`src/rtl/spi_master_pkg.sv`:
```
//------------------------------------------------------------------------------
// spi_master_pkg : shared widths, defaults and FSM state type for the SPI master
// Rev 1.0
//------------------------------------------------------------------------------
`timescale 1ns/1ps
`default_nettype none

package spi_master_pkg;
  localparam int DEF_MAX_DATA_WIDTH = 32;
  localparam int BPW_W              = 5;
  localparam int DIV_W              = 6;

  typedef enum logic [0:0] {
    IDLE = 1'b0,
    XFER = 1'b1
  } state_e;
endpackage

`default_nettype wire

```
`src/rtl/spi_clk_gen.sv`:
```
//------------------------------------------------------------------------------
// spi_clk_gen : half-period divider giving SCK phase and leading/trailing strobes
// Rev 1.0
//------------------------------------------------------------------------------
`timescale 1ns/1ps
`default_nettype none

module spi_clk_gen
  import spi_master_pkg::*;
(
  input  logic             clk,
  input  logic             rst,
  input  logic             en_i,
  input  logic             clr_i,
  input  logic [DIV_W-1:0] div_i,
  output logic             phase_o,
  output logic             lead_o,
  output logic             trail_o
);

  logic [DIV_W-1:0] cnt_q, cnt_d;
  logic             phase_q, phase_d;
  logic             tick;

  always_comb begin
    tick    = en_i && (cnt_q == div_i);
    cnt_d   = cnt_q;
    phase_d = phase_q;
    if (clr_i) begin
      cnt_d   = '0;
      phase_d = 1'b0;
    end else if (tick) begin
      cnt_d   = '0;
      phase_d = ~phase_q;
    end else if (en_i) begin
      cnt_d   = cnt_q + 1'b1;
    end
  end

  always_ff @(posedge clk or posedge rst) begin
    if (rst) begin
      cnt_q   <= '0;
      phase_q <= 1'b0;
    end else begin
      cnt_q   <= cnt_d;
      phase_q <= phase_d;
    end
  end

  // Phase 0->1 boundary is the leading SCK edge, 1->0 the trailing one.
  assign phase_o = phase_q;
  assign lead_o  = tick & ~phase_q;
  assign trail_o = tick &  phase_q;

endmodule

`default_nettype wire

```
`src/rtl/spi_master.sv`:
```
//------------------------------------------------------------------------------
// spi_master : single-word SPI master, 1..MAX_DATA_WIDTH bits, MSB first, modes 0-3
// Rev 1.0
//------------------------------------------------------------------------------
`timescale 1ns/1ps
`default_nettype none

module spi_master
  import spi_master_pkg::*;
#(
  parameter int MAX_DATA_WIDTH = DEF_MAX_DATA_WIDTH
) (
  input  logic                      clk,
  input  logic                      rst,
  input  logic                      start,
  input  logic                      cpol,
  input  logic                      cpha,
  input  logic [BPW_W-1:0]          bits_per_word,
  input  logic [DIV_W-1:0]          div,
  input  logic [MAX_DATA_WIDTH-1:0] data_in,
  output logic [MAX_DATA_WIDTH-1:0] data_out,
  input  logic                      miso,
  output logic                      mosi,
  output logic                      sck,
  output logic                      busy,
  output logic                      new_data
);

  state_e                    state_q, state_d;
  logic                      start_q;
  logic                      cpol_q, cpol_d;
  logic                      cpha_q, cpha_d;
  logic [DIV_W-1:0]          div_q, div_d;
  logic [BPW_W-1:0]          bit_cnt_q, bit_cnt_d;
  logic [MAX_DATA_WIDTH-1:0] tx_q, tx_d;
  logic [MAX_DATA_WIDTH-1:0] rx_q, rx_d;
  logic [MAX_DATA_WIDTH-1:0] data_out_q, data_out_d;
  logic                      mosi_q, mosi_d;
  logic                      new_data_q, new_data_d;

  logic                      phase, lead, trail;
  logic                      xfer, launch, done;
  logic [BPW_W-1:0]          shamt;
  logic [MAX_DATA_WIDTH-1:0] tx_aligned, rx_shift;

  spi_clk_gen u_clk_gen (
    .clk     (clk),
    .rst     (rst),
    .en_i    (xfer),
    .clr_i   (launch),
    .div_i   (div_q),
    .phase_o (phase),
    .lead_o  (lead),
    .trail_o (trail)
  );

  // TX word is left-aligned so the current bit is always the top bit.
  assign shamt      = BPW_W'(MAX_DATA_WIDTH - 1) - bits_per_word;
  assign tx_aligned = data_in << shamt;
  assign rx_shift   = {rx_q[MAX_DATA_WIDTH-2:0], miso};

  assign xfer   = (state_q == XFER);
  assign done   = xfer && trail && (bit_cnt_q == '0);
  assign launch = start && !start_q && (!xfer || done);

  always_comb begin
    state_d    = state_q;
    cpol_d     = cpol_q;
    cpha_d     = cpha_q;
    div_d      = div_q;
    bit_cnt_d  = bit_cnt_q;
    tx_d       = tx_q;
    rx_d       = rx_q;
    data_out_d = data_out_q;
    mosi_d     = mosi_q;
    new_data_d = new_data_q;

    case (state_q)
      IDLE: ;
      XFER: begin
        if ((!cpha_q && lead) || (cpha_q && trail)) begin
          rx_d = rx_shift;
        end
        if ((!cpha_q && trail && !done) || (cpha_q && lead)) begin
          mosi_d = tx_q[MAX_DATA_WIDTH-1];
          tx_d   = tx_q << 1;
        end
        if (trail && (bit_cnt_q != '0)) begin
          bit_cnt_d = bit_cnt_q - 1'b1;
        end
        if (done) begin
          state_d    = IDLE;
          mosi_d     = 1'b0;
          data_out_d = cpha_q ? rx_shift : rx_q;
          new_data_d = 1'b1;
        end
      end
      default: state_d = IDLE;
    endcase

    // A launch in the completion cycle overrides the return to idle.
    if (launch) begin
      state_d    = XFER;
      cpol_d     = cpol;
      cpha_d     = cpha;
      div_d      = div;
      bit_cnt_d  = bits_per_word;
      rx_d       = '0;
      new_data_d = 1'b0;
      if (cpha) begin
        mosi_d = 1'b0;
        tx_d   = tx_aligned;
      end else begin
        mosi_d = data_in[bits_per_word];
        tx_d   = tx_aligned << 1;
      end
    end
  end

  always_ff @(posedge clk or posedge rst) begin
    if (rst) begin
      state_q    <= IDLE;
      start_q    <= 1'b0;
      cpol_q     <= 1'b0;
      cpha_q     <= 1'b0;
      div_q      <= '0;
      bit_cnt_q  <= '0;
      tx_q       <= '0;
      rx_q       <= '0;
      data_out_q <= '0;
      mosi_q     <= 1'b0;
      new_data_q <= 1'b0;
    end else begin
      state_q    <= state_d;
      start_q    <= start;
      cpol_q     <= cpol_d;
      cpha_q     <= cpha_d;
      div_q      <= div_d;
      bit_cnt_q  <= bit_cnt_d;
      tx_q       <= tx_d;
      rx_q       <= rx_d;
      data_out_q <= data_out_d;
      mosi_q     <= mosi_d;
      new_data_q <= new_data_d;
    end
  end

  assign busy     = xfer;
  assign sck      = xfer ? (cpol_q ^ phase) : cpol;
  assign mosi     = mosi_q;
  assign data_out = data_out_q;
  assign new_data = new_data_q;

endmodule

`default_nettype wire

```
`config.mk`:
```
export PLATFORM = sky130hd
export DESIGN_NAME = spi_master
export DESIGN_NICKNAME = d
export VERILOG_FILES = /design/src/rtl/spi_master_pkg.sv /design/src/rtl/spi_clk_gen.sv /design/src/rtl/spi_master.sv
export SDC_FILE = /design/constraint.sdc
export NUM_CORES = 1
export LEC_CHECK = 0
export ABC_AREA = 1
export CORE_ASPECT_RATIO = 1.25
export CORE_UTILIZATION = 50
export CTS_CLUSTER_SIZE = 40
export DETAILED_ROUTE_END_ITERATION = 12
export GPL_ROUTABILITY_DRIVEN = 0
export GPL_TIMING_DRIVEN = 1
export PLACE_DENSITY = 0.71
export SLEW_MARGIN = 20
export SYNTH_ARGS = -nofsm -noshare
export SYNTH_HDL_FRONTEND = slang
export SYNTH_SLANG_ARGS = --single-unit
```
`constraint.sdc`:
```
create_clock -name clk -period 5.4 [get_ports clk]
set_clock_uncertainty 0.2 [all_clocks]
set_input_delay 1.08 -clock clk [delete_from_list [all_inputs] [get_ports clk]]
set_output_delay 1.08 -clock clk [all_outputs]
set_load 0.005 [all_outputs]
```
==> flow_summary.yaml, run 1 <==
cts:
  cts_tree: "done"
  clk_latency_ps: 420
  cts_buffers: 17
  hold_buffers: 0
  htreeDepth: 4
  path_clk_slew_ps: 60
  cts_buffer_depth: 2
  cts_root_buffer: "clkbuf_16"
  post_cts_resized: 0
  cts.sinks: 120
  post_cts_buffers: 0
run_status:
  status: "finished clean"
critical_path:
  rr_endpoint: "tx_q[18]$_DFFE_PP0P_"
  critPathMaxFanout: 2
  cp.buffers_inverters: 2
  cpMaxStageDelayCell: "clkdlybuf4s50_1"
  cp-start-kind: "primary input"
  cp_num_cells: 4
  reg2reg_depth: 11
  cp.required_ps: 4120
  cpPeakStageDelay_ps: 550
  rr_startpoint: "busy$_DFF_PP0_"
  crit_top_cell: "clkdlybuf4s50_1"
  arrival_ps: 2290
  worstSetupPathType: "in -> out"
  startpoint: "cpol"
  critPathTopFamily: "buffers and inverters"
  cp-endpoint: "sck"
  crit_chain: "clkdlybuf4s50_1 -> nand2_1 -> o21ai_0 -> clkdlybuf4s50_1"
  end_kind: "output pin"
  r2r_slack_ps: 2270
timing:
  setup_viol: 0
  grt_setup_unrepaired: "no"
  tightestPinTransition_ps: 983
  period_needed_ps: 3570
  hold_viol: 0
  maxSlewHeadroom: 0.345
  fin_crit_sh: 0.661
  drv_slew: 0
  tns_ps: 0
  max_freq_mhz: 280
routing:
  wl_per_cell_um: 14.4
  first_iter_violations: 508
  num_vias: 7336
  wl_um: 19100
  remaining_drc_errors: 0
  dr.pass1.iters: 8
  ant_nets: 0
  avgViaCountPerCell: 5.50
final_layout:
  synthToLayoutAreaGrowth_pct: 19.7
  drive_above_1_share: 0.0494
  fin_util: 0.613
  finalInstanceArea_mm2: 0.00880
  nNetsFinal: 1194
  n_antenna_cell: 0
logic_synthesis:
  synth_most_common_cell: "nand2_1"
  synth_compound_area_frac: 0.125
  synth_top_family_by_area: "simple AND/OR/NAND/NOR gates"
  ys_seq_area_frac: 0.408
  synth_top_cell_by_area: "dfrtp_1"
  synth-simple-area-share: 0.374
  synth_xor_area_frac: 0.00953
  synth_seq_cells: 120
  synth_common_cells: "nand2_1, nand3_1, o21ai_0"
  syn_inst: 1101
  mappedNetlistArea_mm2: 0.00735
  synthesis.nets: 1153
  synthArstFlopShare: 1.00
  avgSynthCellArea_um2: 6.68
  ys.flop_type: "dfrtp_1"
  ys_types: 30
  synthAdderAreaFrac: 0.00510
  synth_area_leaders: "dfrtp_1, nand2_1, nand3_1, o21ai_0, nor2_1"
  synth_warnings: 0
  synth_top_area_frac: 0.408
  synth_edf_count: 0
  synth_mux_area_frac: 0
flow_run:
  max-cap-violations: 0
floorplanning:
  die_x_um: 110
  start_util: 0.513
  dieArea_mm2: 0.0152
  core_area_mm2: 0.0143
  die-height_um: 138
  num_rows: 49
  io_pins: 85
global_route:
  grt_overflow: 0
  grt_pass1_vias: 6800
  grt_pass1_wl_um: 32300
  antenna_found_initial: 0
  grt_max_degree: 81
  grt.total_usage: 0.263
placed_design:
  io_buffers: 84
  dp_hpwl_um: 13000
  post_dp_cell_area_mm2: 0.00819
power_and_ir_drop:
  power.leakage_nw: 4.33
  powerDensity_mw_per_mm2: 262
  vdd_drop_max_mv: 0.237
hold_path:
  worst_hold_path_type: "reg -> reg"
-- per-stage QoR --
stage	setup WS, ps	cells	total power, W	hold WS [ps]
floorplan	934	1101	0.00107	243
global placement	1510	1301	0.00115	259
detailed placement	1490	1301	0.00115	260
CTS	1810	1333	0.00232	282
global route	1510	1333	0.00240	297
finish	1830	1333	0.00231	280
-- kinds of logic (layout without fill, tap and decap cells) --
kind of cell | Yosys count | in the layout
compound gates | 175 | 175
xor+xnor | 8 | 8
fa+ha+maj | 3 | 3
buf+inv | 141 | 195
flops | 120 | 120
simple gates | 654 | 654
-- routing by layer --
metal  GRT usage  share of wire  up-vias
met5           0              0        -
met4       0.144          0.041        0
met3      0.0532          0.036       56
met2       0.438           0.49      231
met1       0.322           0.43     3359
li1            -              -     3690
-- power by group --
part	switching [W]	internal, W	total (W)
combinational	0.000157	0.0000829	0.000240
clock	0.000427	0.000740	0.00117
sequential	0.000000325	0.000900	0.000901
-- cell usage in the layout (no fill, tap or decap), types with 3 or more instances in the layout --
cell type and instances:
nand2_1 356, nand3_1 191, o21ai_0 142, dfrtp_1 120, nor2_1 87, clkdlybuf4s50_1 84
inv_1 62, clkbuf_16 17, buf_4 12, a21oi_1 10, nand4_1 7, xor2_1 6
nor3_1 5, o211ai_1 5, a31oi_1 5, inv_2 4, nand2_2 4, o21ai_1 4
o221ai_1 4, clkinv_4 4, o22ai_1 3, ha_1 3, bufinv_16 3, clkinv_2 3
-- worst min-delay path by stage --
stage,from,slack [ps],depth (start not counted),end
after global routing,data_out[21]$_DFFE_PP0P_,300,2,data_out[21]$_DFFE_PP0P_
after CTS,data_out[0]$_DFFE_PP0P_,280,2,data_out[0]$_DFFE_PP0P_
after global placement,tx_q[0]$_DFFE_PP0P_,260,2,tx_q[0]$_DFFE_PP0P_
after detailed placement,tx_q[0]$_DFFE_PP0P_,260,2,tx_q[0]$_DFFE_PP0P_
final,data_out[0]$_DFFE_PP0P_,280,2,data_out[0]$_DFFE_PP0P_
after floorplan,tx_q[0]$_DFFE_PP0P_,240,2,tx_q[0]$_DFFE_PP0P_
-- worst min-delay path, stage by stage (launching register included) --
cell and delay, ps:
dfrtp_1 340, nand2_1 60, nand2_1 50
-- state kept, by name, indices dropped and copies added (netlist names) --
signal             cells
start_q                1
div_q                  6
cpha_q                 1
cpol_q                 1
bit_cnt_q              5
u_clk_gen.cnt_q        6
mosi                   1
u_clk_gen.phase_o      1
tx_q                  32
busy                   1
rx_q                  32
data_out              32
new_data               1
-- area by class of cell --
class / instances / area [um^2]
Clock buffer: 18 / 439
Clock inverter: 14 / 173
Fill cell: 1398 / 5550
Inverter: 67 / 254
Multi-Input combinational cell: 840 / 3780
Sequential cell: 120 / 3000
Tap cell: 178 / 223
Timing Repair Buffer: 96 / 931
(Power assumes the default switching activity.)
==> run 2: changes to the inputs <==
==> constraint.sdc (replaced) <==
create_clock -name clk -period 3.55 [get_ports clk]
set_clock_uncertainty 0.2 [all_clocks]
set_input_delay 0.71 -clock clk [delete_from_list [all_inputs] [get_ports clk]]
set_output_delay 0.71 -clock clk [all_outputs]
set_load 0.005 [all_outputs]
==> run 2 against run 1 <==
Count of clock-buffer cells in the layout is the same. Power is 52% higher. Core utilization up 0.96 points. First-iteration DRC count up 0.39%. Global-route usage decreased by 0.21 points. Cell count is 0.98% higher. Combinational power increased by 58%.
==> flow_summary.yaml, run 2 (synthesis results as in run 1) <==
timing:
  tns_ps: 0
  grt_setup_unrepaired: "no"
  maxSlewHeadroom: 0.433
  max_freq_mhz: 364
  tightestPinTransition_ps: 849
  fin_crit_sh: 0.773
  setup_viol: 0
  hold_viol: 0
  drv_slew: 0
  period_needed_ps: 2750
cts:
  post_cts_resized: 0
  path_clk_slew_ps: 60
  htreeDepth: 4
  cts_buffers: 17
  cts_buffer_depth: 2
  cts.sinks: 120
  cts_tree: "done"
  hold_buffers: 0
  post_cts_buffers: 0
  clk_latency_ps: 410
  cts_root_buffer: "clkbuf_16"
placed_design:
  dp_cells: 1314
  dp_hpwl_um: 13300
  io_buffers: 84
critical_path:
  reg2reg_depth: 12
  critPathMaxFanout: 2
  rr_startpoint: "busy$_DFF_PP0_"
  arrival_ps: 1840
  startpoint: "cpol"
  rr_endpoint: "u_clk_gen.phase_o$_DFFE_PP0P_"
  cp.required_ps: 2640
  cp-start-kind: "primary input"
  end_kind: "output pin"
  r2r_slack_ps: 910
  worstSetupPathType: "in -> out"
global_route:
  antenna_found_initial: 0
  grt_pass1_wl_um: 32300
  grt_max_degree: 67
  grt_overflow: 0
  grt_pass1_vias: 6931
  grt.total_usage: 0.261
hold_path:
  worst_hold_path_type: "reg -> reg"
  min_path_cells: 2
  whs_endpoint: "data_out[4]$_DFFE_PP0P_"
  worst_hold_startpoint: "data_out[4]$_DFFE_PP0P_"
flow_run:
  max-cap-violations: 0
floorplanning:
  io_pins: 85
  dieArea_mm2: 0.0152
  core_area_mm2: 0.0143
  die-height_um: 138
  num_rows: 49
  start_util: 0.513
  die_x_um: 110
power_and_ir_drop:
  powerDensity_mw_per_mm2: 393
  vdd_drop_max_mv: 0.366
  power.leakage_nw: 4.39
routing:
  avgViaCountPerCell: 5.47
  wl_met2_um: 9330
  dr_wl_met3_um: 755
  wl_per_cell_um: 13.9
  remaining_drc_errors: 0
  num_vias: 7367
  dr.pass1.iters: 8
  wl_um: 18700
  first_iter_violations: 510
  top_layer: "met4"
  wl_met1_um: 7830
  ant_nets: 0
final_layout:
  most-common-layout-cells: "nand2_1, nand3_1, o21ai_0, dfrtp_1, nor2_1"
  nNetsFinal: 1207
  synthToLayoutAreaGrowth_pct: 21.5
  final-seq-area_mm2: 0.00300
  multi_input_area_mm2: 0.00378
  final_common_cell: "nand2_1"
  instances_no_fill: 1346
  n_antenna_cell: 0
  fillerInstances: 1372
  drive_above_1_share: 0.0599
run_status:
  status: "finished clean"
run 2: changes by cell type in the layout (fill, tap and decap cells not counted), sizes merged:
cell	before	now
clkinvlp	2	4
buf	12	25
inv	69	68
clkinv	7	6
run 2: per-stage QoR:
step / util / cell area [um^2] / worst slack (ps) / hold WS (ps) / total power (W)
floorplan: - / 7360 / 1170 / 243 / 0.00163
global placement: 0.580 / 8320 / 538 / 263 / 0.00177
detailed placement: 0.580 / 8320 / 515 / 270 / 0.00177
CTS: 0.623 / 8940 / 794 / 285 / 0.00354
global route: 0.623 / 8940 / 630 / 306 / 0.00366
finish: 0.623 / 8940 / 804 / 277 / 0.00351
run 2: worst max path at each step:
stage,slack (ps),to,cells after the start
floorplan,1170,bit_cnt_q[0]$_DFFE_PP0P_,1
global placement,540,u_clk_gen.phase_o$_DFFE_PP0P_,9
detailed placement,520,u_clk_gen.phase_o$_DFFE_PP0P_,9
CTS,790,sck,4
global route,630,u_clk_gen.phase_o$_DFFE_PP0P_,12
finish,800,sck,4
run 2: report_power, final:
| group | leakage (nW) | switching [W] | internal [W] |
|---|---|---|---|
| sequential | 1.60 | 0.000000439 | 0.00137 |
| clock | 0.294 | 0.000640 | 0.00113 |
| combinational | 2.50 | 0.000241 | 0.000137 |
run 2: metal layers:
layer | global-route usage | up-vias
li1 | - | 3728
met1 | 0.312 | 3358
met2 | 0.452 | 233
met3 | 0.0462 | 48
met4 | 0.137 | 0
met5 | 0 | -
run 2: critical path, cell delays in order:
cell	delay, ps
clkdlybuf4s50_1	480
nand2_1	50
o21ai_0	70
clkdlybuf4s50_1	520
run 2: layout make-up:
class / count / share of cell area
Clock buffer: 18 / 0.0491
Clock inverter: 14 / 0.0195
Inverter: 67 / 0.0286
Multi-Input combinational cell: 840 / 0.423
Sequential cell: 120 / 0.336
Tap cell: 178 / 0.0249
Timing Repair Buffer: 109 / 0.119
==> run 3: changes to the inputs <==
==> constraint.sdc (replaced) <==
create_clock -name clk -period 2.8 [get_ports clk]
set_clock_uncertainty 0.2 [all_clocks]
set_input_delay 0.56 -clock clk [delete_from_list [all_inputs] [get_ports clk]]
set_output_delay 0.56 -clock clk [all_outputs]
set_load 0.005 [all_outputs]
==> run 3 against run 2 <==
Via count is essentially flat. Setup slack lost 470 ps. Cell count grew 0.22%. Critical path depth shrank 1. First-iteration DRC count shrank 19%. Register-to-register slack lost 520 ps. Combinational power grew 31%. Die area is the same. Worst hold slack is essentially flat. Largest power group unchanged.
==> flow_summary.yaml, run 3 (synthesis results as in run 1) <==
run_status:
  status: "finished clean"
power_and_ir_drop:
  powerDensity_mw_per_mm2: 478
  p_int_w: 0.00317
  vdd_drop_max_mv: 0.479
  clockPowerShare: 0.479
  swShare: 0.261
  p_seq_frac: 0.405
  switchingPower_w: 0.00112
  p_total_w: 0.00429
  p_comb_frac: 0.115
  power.leakage_nw: 4.41
critical_path:
  cp-start-kind: "register"
  reg2reg_depth: 13
  arrival_ps: 1710
  cp.required_ps: 2040
  critPathMaxFanout: 6
  worstSetupPathType: "reg -> out"
  end_kind: "output pin"
cts:
  htreeDepth: 4
  post_cts_resized: 0
  hold_buffers: 0
  cts_tree: "done"
  post_cts_buffers: 0
  clk_latency_ps: 410
  cts_buffers: 17
  cts_buffer_depth: 2
  cts.sinks: 120
  cts_root_buffer: "clkbuf_16"
  path_clk_slew_ps: 60
floorplanning:
  start_util: 0.513
  num_rows: 49
  die_x_um: 110
  io_pins: 85
  dieArea_mm2: 0.0152
  die-height_um: 138
  core_area_mm2: 0.0143
placed_design:
  dp_hpwl_um: 13200
  io_buffers: 84
  dp_cells: 1317
  dp_slack_ps: 99.9
final_layout:
  n_antenna_cell: 0
  most-common-layout-cells: "nand2_1, nand3_1, o21ai_0, dfrtp_1, nor2_1"
  drive_above_1_share: 0.0623
  nNetsFinal: 1210
  final_common_cell: "nand2_1"
  instances_no_fill: 1349
  synthToLayoutAreaGrowth_pct: 22.0
routing:
  dr.pass1.iters: 4
  first_iter_violations: 415
  remaining_drc_errors: 0
  num_vias: 7373
  ant_nets: 0
  wl_per_cell_um: 14.0
  wl_um: 18900
  avgViaCountPerCell: 5.47
global_route:
  grt_pass1_vias: 6795
  grt_max_degree: 121
  antenna_found_initial: 0
  grt_pass1_wl_um: 32100
  grt.total_usage: 0.260
  grt_overflow: 0
timing:
  drv_slew: 0
  tightestPinTransition_ps: 634
  maxSlewHeadroom: 0.577
  fin_crit_sh: 0.881
  period_needed_ps: 2470
  max_freq_mhz: 406
  tns_ps: 0
  hold_viol: 0
  setup_viol: 0
  fin_ws_ps: 334
  grt_setup_unrepaired: "no"
  holdWs_ps: 277
flow_run:
  max-cap-violations: 0
hold_path:
  worst_hold_path_type: "reg -> reg"
  min_path_cells: 2
==> run 3: cell count changes in the layout (fill, tap and decap cells not counted) <==
cell / before / now
bufinv_16: 3 / 1
buf_4: 22 / 20
inv_8: 1 / 0
inv_6: 1 / 2
clkinv_4: 3 / 4
buf_12: 3 / 8
clkinv_2: 3 / 4
==> run 3: final timing paths <==
check / startpoint / endpoint / slack (ps)
worst max-delay path: u_clk_gen.phase_o$_DFFE_PP0P_ / sck / 330
worst min-delay path: tx_q[0]$_DFFE_PP0P_ / tx_q[0]$_DFFE_PP0P_ / 280
worst max register to register: u_clk_gen.cnt_q[0]$_DFFE_PP0P_ / rx_q[14]$_DFFE_PP0P_ / 390
worst min register to register: tx_q[0]$_DFFE_PP0P_ / tx_q[0]$_DFFE_PP0P_ / 280
max in group asynchronous: rst / data_out[25]$_DFFE_PP0P_ / 1440
min in group asynchronous: rst / data_out[3]$_DFFE_PP0P_ / 490
==> run 3: layer usage <==
metal | up-vias | GRT usage | routed length [um]
met5 | - | 0 | 0
met4 | 0 | 0.133 | 716
met3 | 45 | 0.0414 | 728
met2 | 230 | 0.455 | 9420
met1 | 3368 | 0.312 | 8040
li1 | 3730 | - | -
==> run 3: power by group through the flow <==
stage	sequential, W	combinational (W)	clock, W
floorplan	0.00177	0.000294	0
global placement	0.00177	0.000489	0
detailed placement	0.00177	0.000489	0
CTS	0.00174	0.000491	0.00208
global route	0.00174	0.000552	0.00217
finish	0.00174	0.000494	0.00205
==> run 3: worst max-delay path, stage by stage, from the launching register on <==
cell and delay, ps:
dfrtp_1 470, xnor2_1 160, o21ai_0 150, clkdlybuf4s50_1 520
==> run 3: area by class of cell <==
cell class	instances	area (um^2)
Tap cell	178	223
Multi-Input combinational cell	840	3780
Fill cell	1395	5370
Sequential cell	120	3000
Clock buffer	18	439
Inverter	67	255
Timing Repair Buffer	112	1150
Clock inverter	14	125
==> run 3: metrics by stage <==
step	util	instance area, um^2
after floorplan	-	7360
after global placement	0.586	8410
after detailed placement	0.586	8410
after CTS	0.625	8970
after global routing	0.625	8970
final	0.625	8970
